File: config.mk
export PLATFORM = sky130hd
export DESIGN_NAME = ro_freq_meter_wb
export DESIGN_NICKNAME = d
export VERILOG_FILES = /design/src/rtl/ro_freq_meter_wb.sv
export SDC_FILE = /design/constraint.sdc
export NUM_CORES = 1
export LEC_CHECK = 0
export BUFFER_PORTS_ARGS = -buffer_cell sky130_fd_sc_hd__buf_2
export CAP_MARGIN = 10
export CORE_ASPECT_RATIO = 0.8
export CORE_MARGIN = 2
export CORE_UTILIZATION = 61
export DETAILED_ROUTE_END_ITERATION = 8
export MAX_ROUTING_LAYER = met4
export PLACE_DENSITY = 0.91
export SETUP_SLACK_MARGIN = 0.15
export SLEW_MARGIN = 0
export SYNTH_ARGS = -nofsm -noshare
export SYNTH_HDL_FRONTEND = slang
export SYNTH_SLANG_ARGS = --single-unit
export TNS_END_PERCENT = 30
File: constraint.sdc
create_clock -name wb_clk_i -period 8.4 [get_ports wb_clk_i]
set_input_delay 1.68 -clock wb_clk_i [delete_from_list [all_inputs] [get_ports wb_clk_i]]
set_output_delay 1.68 -clock wb_clk_i [all_outputs]
set_load 0.02 [all_outputs]
File: src/rtl/ro_freq_meter_wb.sv
// rtl/ro_freq_meter_wb.sv - Wishbone ring-oscillator frequency meter
// Counts synchronized ro_in rising edges over a programmable gate window of wb_clk_i cycles.
module ro_freq_meter_wb #(
  parameter logic [31:0] BASE_ADR   = 32'h3000_0000,
  parameter int          CNT_W      = 24,
  parameter int          GATE_W     = 24,
  parameter int          SETTLE_CYC = 16
) (
  input  logic        wb_clk_i,
  input  logic        wb_rst_i,
  input  logic        wbs_cyc_i,
  input  logic        wbs_stb_i,
  input  logic        wbs_we_i,
  input  logic [3:0]  wbs_sel_i,
  input  logic [31:0] wbs_adr_i,
  input  logic [31:0] wbs_dat_i,
  output logic        wbs_ack_o,
  output logic [31:0] wbs_dat_o,
  input  logic        ro_in,
  output logic [3:0]  ro_sel,
  output logic [4:0]  ro_en,
  output logic        ro_start
);

  localparam int SET_W = (SETTLE_CYC > 1) ? $clog2(SETTLE_CYC) : 1;

  typedef enum logic [1:0] {IDLE, SETTLE, MEASURE, DONE} state_t;

  state_t             state_q, state_d;
  logic [GATE_W-1:0]  gate_q, gate_d, gate_cnt;
  logic [CNT_W-1:0]   edge_cnt, count_q;
  logic [SET_W-1:0]   settle_cnt;
  logic [2:0]         ro_sync;
  logic               ro_edge;
  logic               done_q, ovf_q, ovf_pend;
  logic               busy;
  logic [31:0]        rdata;

  logic       hit, wr_en, ctrl_wr, stat_wr, go_req, abort_req;
  logic [1:0] reg_sel;
  logic       unused_bits;

  assign hit       = wbs_cyc_i & wbs_stb_i & (wbs_adr_i[31:4] == BASE_ADR[31:4]);
  // Writes commit at the end of the ack cycle, while the master still holds the bus.
  assign wr_en     = hit & wbs_ack_o & wbs_we_i;
  assign reg_sel   = wbs_adr_i[3:2];
  assign ctrl_wr   = wr_en & (reg_sel == 2'd0);
  assign stat_wr   = wr_en & (reg_sel == 2'd3) & wbs_sel_i[0];
  assign go_req    = ctrl_wr & wbs_sel_i[0] & wbs_dat_i[0];
  assign abort_req = ctrl_wr & wbs_sel_i[0] & wbs_dat_i[2];
  assign busy      = (state_q != IDLE);
  assign unused_bits = ^{wbs_adr_i[1:0], wbs_dat_i, wbs_sel_i};

  // Bus side: single-cycle ack, registered read data, zero outside ack
  always_ff @(posedge wb_clk_i or posedge wb_rst_i) begin
    if (wb_rst_i) begin
      wbs_ack_o <= 1'b0;
      wbs_dat_o <= '0;
    end else begin
      wbs_ack_o <= hit & ~wbs_ack_o;
      wbs_dat_o <= (hit & ~wbs_ack_o & ~wbs_we_i) ? rdata : '0;
    end
  end

  always_comb begin
    rdata = '0;
    case (reg_sel)
      2'd0: begin
        rdata[1]     = ro_start;
        rdata[8:4]   = ro_en;
        rdata[15:12] = ro_sel;
      end
      2'd1: rdata[GATE_W-1:0] = gate_q;
      2'd2: rdata[CNT_W-1:0]  = count_q;
      default: rdata[2:0] = {ovf_q, done_q, busy};
    endcase
  end

  always_comb begin
    gate_d = gate_q;
    if (wr_en && reg_sel == 2'd1)
      for (int i = 0; i < GATE_W; i++)
        if (wbs_sel_i[i/8]) gate_d[i] = wbs_dat_i[i];
  end

  // Control outputs are frozen while a measurement is in flight
  always_ff @(posedge wb_clk_i or posedge wb_rst_i) begin
    if (wb_rst_i) begin
      ro_sel   <= '0;
      ro_en    <= '0;
      ro_start <= 1'b0;
      gate_q   <= GATE_W'(1000);
    end else begin
      gate_q <= gate_d;
      if (ctrl_wr && !busy) begin
        if (wbs_sel_i[0]) begin
          ro_start   <= wbs_dat_i[1];
          ro_en[3:0] <= wbs_dat_i[7:4];
        end
        if (wbs_sel_i[1]) begin
          ro_en[4] <= wbs_dat_i[8];
          ro_sel   <= wbs_dat_i[15:12];
        end
      end
    end
  end

  // Two-flop synchronizer plus registered rising-edge detect
  always_ff @(posedge wb_clk_i or posedge wb_rst_i) begin
    if (wb_rst_i) begin
      ro_sync <= '0;
      ro_edge <= 1'b0;
    end else begin
      ro_sync <= {ro_sync[1:0], ro_in};
      ro_edge <= ro_sync[1] & ~ro_sync[2];
    end
  end

  always_ff @(posedge wb_clk_i or posedge wb_rst_i) begin
    if (wb_rst_i) state_q <= IDLE;
    else          state_q <= state_d;
  end

  always_comb begin
    state_d = state_q;
    case (state_q)
      IDLE:    if (go_req && !abort_req) state_d = SETTLE;
      SETTLE: begin
        if (abort_req)
          state_d = IDLE;
        else if (settle_cnt == SET_W'(SETTLE_CYC - 1))
          state_d = (gate_cnt == '0) ? DONE : MEASURE;
      end
      MEASURE: begin
        if (abort_req)                       state_d = IDLE;
        else if (gate_cnt == GATE_W'(1))     state_d = DONE;
      end
      default: state_d = IDLE;
    endcase
  end

  always_ff @(posedge wb_clk_i or posedge wb_rst_i) begin
    if (wb_rst_i) begin
      gate_cnt   <= '0;
      edge_cnt   <= '0;
      settle_cnt <= '0;
      ovf_pend   <= 1'b0;
      count_q    <= '0;
      done_q     <= 1'b0;
      ovf_q      <= 1'b0;
    end else begin
      if (stat_wr) begin
        if (wbs_dat_i[1]) done_q <= 1'b0;
        if (wbs_dat_i[2]) ovf_q  <= 1'b0;
      end
      case (state_q)
        IDLE: begin
          if (go_req && !abort_req) begin
            gate_cnt   <= gate_q;
            edge_cnt   <= '0;
            settle_cnt <= '0;
            ovf_pend   <= 1'b0;
          end
        end
        SETTLE: settle_cnt <= settle_cnt + 1'b1;
        MEASURE: begin
          gate_cnt <= gate_cnt - 1'b1;
          if (ro_edge) begin
            if (edge_cnt == {CNT_W{1'b1}}) ovf_pend <= 1'b1;
            else                            edge_cnt <= edge_cnt + 1'b1;
          end
        end
        default: begin
          // Setting done/ovf here overrides a same-cycle W1C
          count_q <= edge_cnt;
          done_q  <= 1'b1;
          if (ovf_pend) ovf_q <= 1'b1;
        end
      endcase
    end
  end

endmodule

== Yosys cells after proc, flatten, opt, wreduce, memory -nomap -nowiden ==
Cells that the tools add are included.
Widths: inputs -> output; s select.

* Equality and inequality tests: 17
* $add $sub $neg: 3
* Bitwise logic cells: 16
* Muxes and demuxes: 35
* Reduce and logical (&&, ||, !) cells: 23

{| class="wikitable"
|+ Operator list
! cell !! count
|-
| $mux 24 || 5
|-
| $pmux 24 s2 || 2
|-
| $eq 28x26->1 const B || 1
|-
| $add 24x1->24 const B || 1
|-
| $eq 24x1->1 const B || 1
|-
| $eq 24x24->1 const B || 1
|-
| $logic_not 24->1 || 1
|-
| $sub 24x1->24 const B || 1
|-
| $pmux 8 s2 || 1
|-
| $reduce_and 2->1 || 8
|-
| $pmux 5 s3 || 1
|-
| $and 1x1->1 || 13
|-
| $pmux 4 s3 || 1
|-
| $mux 1 || 11
|-
| $mux 2 || 5
|-
| $pmux 1 s3 || 3
|-
| $ne 2x2->1 const B || 4
|-
| $pmux 4 s2 || 1
|-
| $reduce_and 4->1 || 2
|-
| $eq 2x2->1 const B || 3
|-
| $ne 3x3->1 const B || 2
|-
| $pmux 2 s3 || 1
|-
| $pmux 3 s2 || 1
|-
| $reduce_bool 2->1 || 3
|-
| other kinds (12) || 21
|}

* Register bits: 144
* Input port bits: 74
* Logic and storage cells: 113

== Logic depth before layout (Yosys ltp) ==
* Word-level depth: 11
* Gate-level depth with buffers: 9
* Gate-level depth less buffers: 7

== Worst setup path before layout ==
Ideal clock, no wire load.

* Path kind: input port to flip-flop
* Start point: input wbs_adr_i[2]
* End point: register gate_cnt[7]
* Data required time: 8276 ps
* Setup slack: 5064 ps
* Data arrival time: 3213 ps
* Cell stages on the path: 9
* Buffers on the path: 2
* Setup time: 124 ps
* Cell sequence: inv_1 > ha_1 > nor3b_1 > and4_1 > and3_1 > buf_2 > buf_2 > nor2_1 > a211o_1

* Cells in the longest elaborated chain, start to end: 8
* Elaborated cells between the ends (all ways): 9
* Classes of those cells: 1 x eq/ne; 4 x bitwise; 4 x reduce/logical

{| class="wikitable"
|+ RTL lines
! what !! RTL line !! text
|-
| start: declaration || 15 || <nowiki>input logic [31:0] wbs_adr_i,</nowiki>
|-
| $logic_not 2->1 * || 47 || <nowiki>assign ctrl_wr = wr_en & (reg_sel == 2'd0);</nowiki>
|-
| $and 1x1->1 * || 47 ||
|-
| $and 1x1->1 * || 49, 50 ||
|-
| $and 1x1->1 || 50 || <nowiki>assign abort_req = ctrl_wr & wbs_sel_i[0] & wbs_dat_i[2];</nowiki>
|-
| $logic_not 1->1 || 158 || <nowiki>if (go_req && !abort_req) begin</nowiki>
|-
| $logic_and 1x1->1 * || 158 ||
|-
| $ne 2x2->1 (no line) * || n/a ||
|-
| $reduce_and 2->1 (no line) * || n/a ||
|-
| end signal: assignment || 159 || <nowiki>gate_cnt <= gate_q;</nowiki>
|-
| end signal: assignment || 167 || <nowiki>gate_cnt <= gate_cnt - 1'b1;</nowiki>
|-
| end: declaration || 30 || <nowiki>logic [GATE_W-1:0] gate_q, gate_d, gate_cnt;</nowiki>
|}

Mark *: on every way between the ends. The rest lies on a longest branch, timed or not.
A chain may end at the register's enable or synchronous reset.

== Worst setup path after layout ==
* Start point: input wbs_adr_i[2]
* End point: register edge_cnt[0]

* Cells in the longest elaborated chain, start to end: 8
* Elaborated cells between the ends (all ways): 9
* Classes of those cells: 1 x eq/ne; 4 x bitwise; 4 x reduce/logical

{| class="wikitable"
|+ RTL lines
! what !! RTL line !! text
|-
| $logic_not 2->1 * || 47 ||
|-
| $and 1x1->1 * || 47 ||
|-
| $and 1x1->1 * || 49, 50 ||
|-
| $and 1x1->1 || 50 ||
|-
| $logic_not 1->1 || 158 ||
|-
| $logic_and 1x1->1 * || 158 ||
|-
| $ne 2x2->1 (no line) * || n/a ||
|-
| $reduce_and 4->1 (no line) * || n/a ||
|-
| end signal: assignment || 170 || <nowiki>else edge_cnt <= edge_cnt + 1'b1;</nowiki>
|-
| end: declaration || 31 || <nowiki>logic [CNT_W-1:0] edge_cnt, count_q;</nowiki>
|}

Marked as above.

==> impl_metrics.py <==
metrics = {
    "outcome": {
        "status": "complete, no violations",
    },
    "synthesis": {
        "syn_area_per_cell_um2": 11.2,
        "synth.area.top_cells": "dfrtp_1, mux2_2, nor2_1, xnor2_1, dfstp_2",
        "yosysUniqueCellTypes": 67,
        "ys_seq_area_frac": 0.529,
        "synthCells": 611,
        "synth_area_um2": 6830,
        "synth-edff-count": 0,
        "yosysTopAreaCellShare": 0.505,
        "ys_warn_count": 0,
        "ys_ff_latch": 144,
        "async_flop_share": 1.00,
        "synth_top_flop_cell": "dfrtp_1",
        "yosysTopAreaCell": "dfrtp_1",
    },
    "floorplan": {
        "fp.dieH_um": 98.7,
        "dieArea_um2": 12100,
        "io_pins": 117,
        "core-area_um2": 10900,
        "die_w_um": 122,
        "start_util": 0.627,
        "rows": 34,
    },
    "power_and_ir_drop": {
        "p_per_area_nw_per_um2": 191,
        "p_leak_nw": 3.63,
        "vdd_drop_max_v": 0.000146,
    },
    "cts": {
        "cts_buffers": 17,
        "cts_tree": "yes",
        "worstSkewPairLatency_ns": 0.43,
        "htree_num_levels": 4,
        "postCtsHoldBufs": 0,
        "cts_max_path_buffers": 2,
        "clkSinkCount": 144,
        "post_cts_buffers": 0,
        "clk_pin_slew_ns": 0.06,
        "cts_root_buf": "clkbuf_16",
        "ctsResizeCount": 0,
    },
    "global_routing": {
        "overflow": 0,
        "grt_max_degree": 89,
        "grt_pass1_vias": 5810,
        "gr-usage-all-layers": 0.344,
        "grt_pass1_wl_um": 30500,
        "antenna_found_initial": 0,
    },
    "sta": {
        "finalSetupViolCount": 0,
        "worst_pin_slew_ns": 1.20,
        "fin_crit_sh": 0.465,
        "setup_tns_ns": 0,
        "min_period_ns": 3.91,
        "slew_headroom": 0.201,
        "rsz0062_at_grt": "false",
        "fmax_mhz": 256,
        "slew_viol_final": 0,
        "clock_skew_ns": 0.00698,
        "final_hold_viol_count": 0,
    },
    "setup_path": {
        "cp.depth": 9,
        "path_delay_family": "simple AND/OR/NAND/NOR gates",
        "crit_path_max_incr_delay_ns": 0.58,
        "crit_chain": "buf_2 > inv_1 > ha_1 > nor3b_1 > and4_1 > and3_1 > buf_4 > nor2_1 > mux2_2",
        "crit_slowest_cell": "ha_1",
        "path_class": "in -> reg",
        "cp.required_ns": 8.71,
        "crit_arrival_ns": 4.22,
        "ff2ff_path_depth": 7,
        "worstSetupStartpointType": "input port",
        "crit_buf_inv": 3,
        "cp-end-kind": "flop",
        "critical_path.max_fanout": 33,
    },
    "placed_design": {
        "dpl.hpwl_um": 12800,
        "place.gp.congestion": 0.925,
        "io_buffers": 97,
    },
    "routing": {
        "ant_nets": 0,
        "drc_errors": 0,
        "wirelength_um": 19400,
        "drt_iter0_drc": 984,
        "drt-wirelength-per-cell_um": 22.6,
        "dr.pass1.iters": 7,
        "via_per_inst": 6.88,
        "num_vias": 5915,
    },
    "finish": {
        "utilization": 0.735,
        "drive_gt1_frac": 0.309,
        "nets": 785,
        "syn_to_final_growth_pct": 17.1,
    },
    "hold_path": {
        "hp-class": "reg -> reg",
        "min_path_cells": 0,
    },
    "run": {
        "maxCapViolCount": 0,
    },
}
through the flow:
stage | instances | cell area (um^2) | total power, W | setup slack (ns) | hold WS (ns)
2_1_floorplan | 618 | 6860 | 0.000736 | 2.86 | 0.331
3_5_place_dp | 827 | 7380 | 0.000758 | 4.22 | 0.341
3_3_place_gp | 827 | 7380 | 0.000755 | 4.33 | 0.346
6_report | 860 | 8000 | 0.00153 | 4.49 | 0.353
4_1_cts | 859 | 8000 | 0.00153 | 4.61 | 0.354
5_1_grt | 859 | 8000 | 0.00157 | 4.40 | 0.378
layout make-up:
class,instances,area [um^2]
Sequential cell,144,3610
Fill cell,657,2890
Inverter,10,42.5
Tap cell,144,180
Timing Repair Buffer,100,508
Multi-Input combinational cell,429,3040
Clock inverter,14,180
Clock buffer,18,439
Antenna cell,1,2.50
synthesized netlist by cell type, types with 14 or more instances:
| cell type | instances |
|---|---|
| dfrtp_1 | 138 |
| nor2_1 | 75 |
| mux2_2 | 57 |
| nand2_1 | 31 |
| xnor2_1 | 25 |
| nor3_1 | 21 |
| nand3_1 | 20 |
| a21oi_1 | 19 |
| clkbuf_1 | 19 |
| nor4_1 | 15 |
| a22oi_1 | 14 |
| nand4_1 | 14 |
cell families after synthesis:
family | count (synthesis) | synth area share
and+or+nand+nor | 234 | 0.189
DFF | 144 | 0.529
AOI/OAI and AO/OA | 93 | 0.105
muxes | 58 | 0.0954
buffers and inverters | 45 | 0.0308
xor gates and xnor gates | 27 | 0.0346
adders and majority gates | 9 | 0.0165
other | 1 | 0.000549
layer usage:
metal	global-route usage	routed length [um]
met1	0.416	6980
met4	0.168	1080
met3	0.0926	1900
met5	-	0
met2	0.535	9440
final timing paths:
check	slack, ns	from	endpoint
min reg2reg	0.35	ro_sync[0]$_DFF_PP0_	ro_sync[1]$_DFF_PP0_
max in group asynchronous	5.64	wb_rst_i	gate_cnt[17]$_DFFE_PP0P_
min in group asynchronous	1.29	wb_rst_i	ro_sync[0]$_DFF_PP0_
min	0.35	ro_sync[0]$_DFF_PP0_	ro_sync[1]$_DFF_PP0_
max reg2reg	5.85	gate_cnt[0]$_DFFE_PP0P_	gate_cnt[6]$_DFFE_PP0P_
max	4.49	wbs_adr_i[2]	edge_cnt[0]$_DFFE_PP0P_
power by group:
| group | leakage (nW) | switching [W] | internal (W) |
|---|---|---|---|
| Combinational | 1.67 | 0.0000346 | 0.0000161 |
| Sequential | 1.66 | 0.000000524 | 0.000695 |
| Clock | 0.291 | 0.000305 | 0.000479 |
| Total | 3.63 | 0.000340 | 0.00119 |
cells in the final DEF, fill, tap and decap left out, drive strengths merged, types with 5 or more instances in the layout:
| cell type | Yosys | routed |
|---|---|---|
| dfstp | 6 | 6 |
| conb | 1 | 8 |
| a222oi | 11 | 11 |
| dfrtp | 138 | 138 |
| inv | 10 | 14 |
| nor3 | 22 | 22 |
| nand3 | 21 | 21 |
| o21ai | 13 | 13 |
| nor4 | 17 | 17 |
| or3 | 6 | 6 |
| clkbuf | 20 | 18 |
| buf | 15 | 100 |
| a211oi | 6 | 6 |
| xnor2 | 25 | 25 |
| a22oi | 14 | 14 |
| ha | 9 | 9 |
| nand2b | 5 | 5 |
| a21oi | 19 | 19 |
| and4 | 5 | 5 |
| nand2 | 31 | 31 |
| a31oi | 5 | 5 |
| a211o | 5 | 5 |
| nand4 | 18 | 18 |
| mux2 | 57 | 57 |
| and3 | 6 | 6 |
| nor2 | 76 | 76 |
state kept, by name (all words and copies together), names as in the netlist, 4 cells and up:
register    flops
ro_en           5
gate_q         24
count_q        24
edge_cnt       24
wbs_dat_o      24
ro_sel          4
settle_cnt      4
gate_cnt       24
Power figures use the tool's default switching activity.
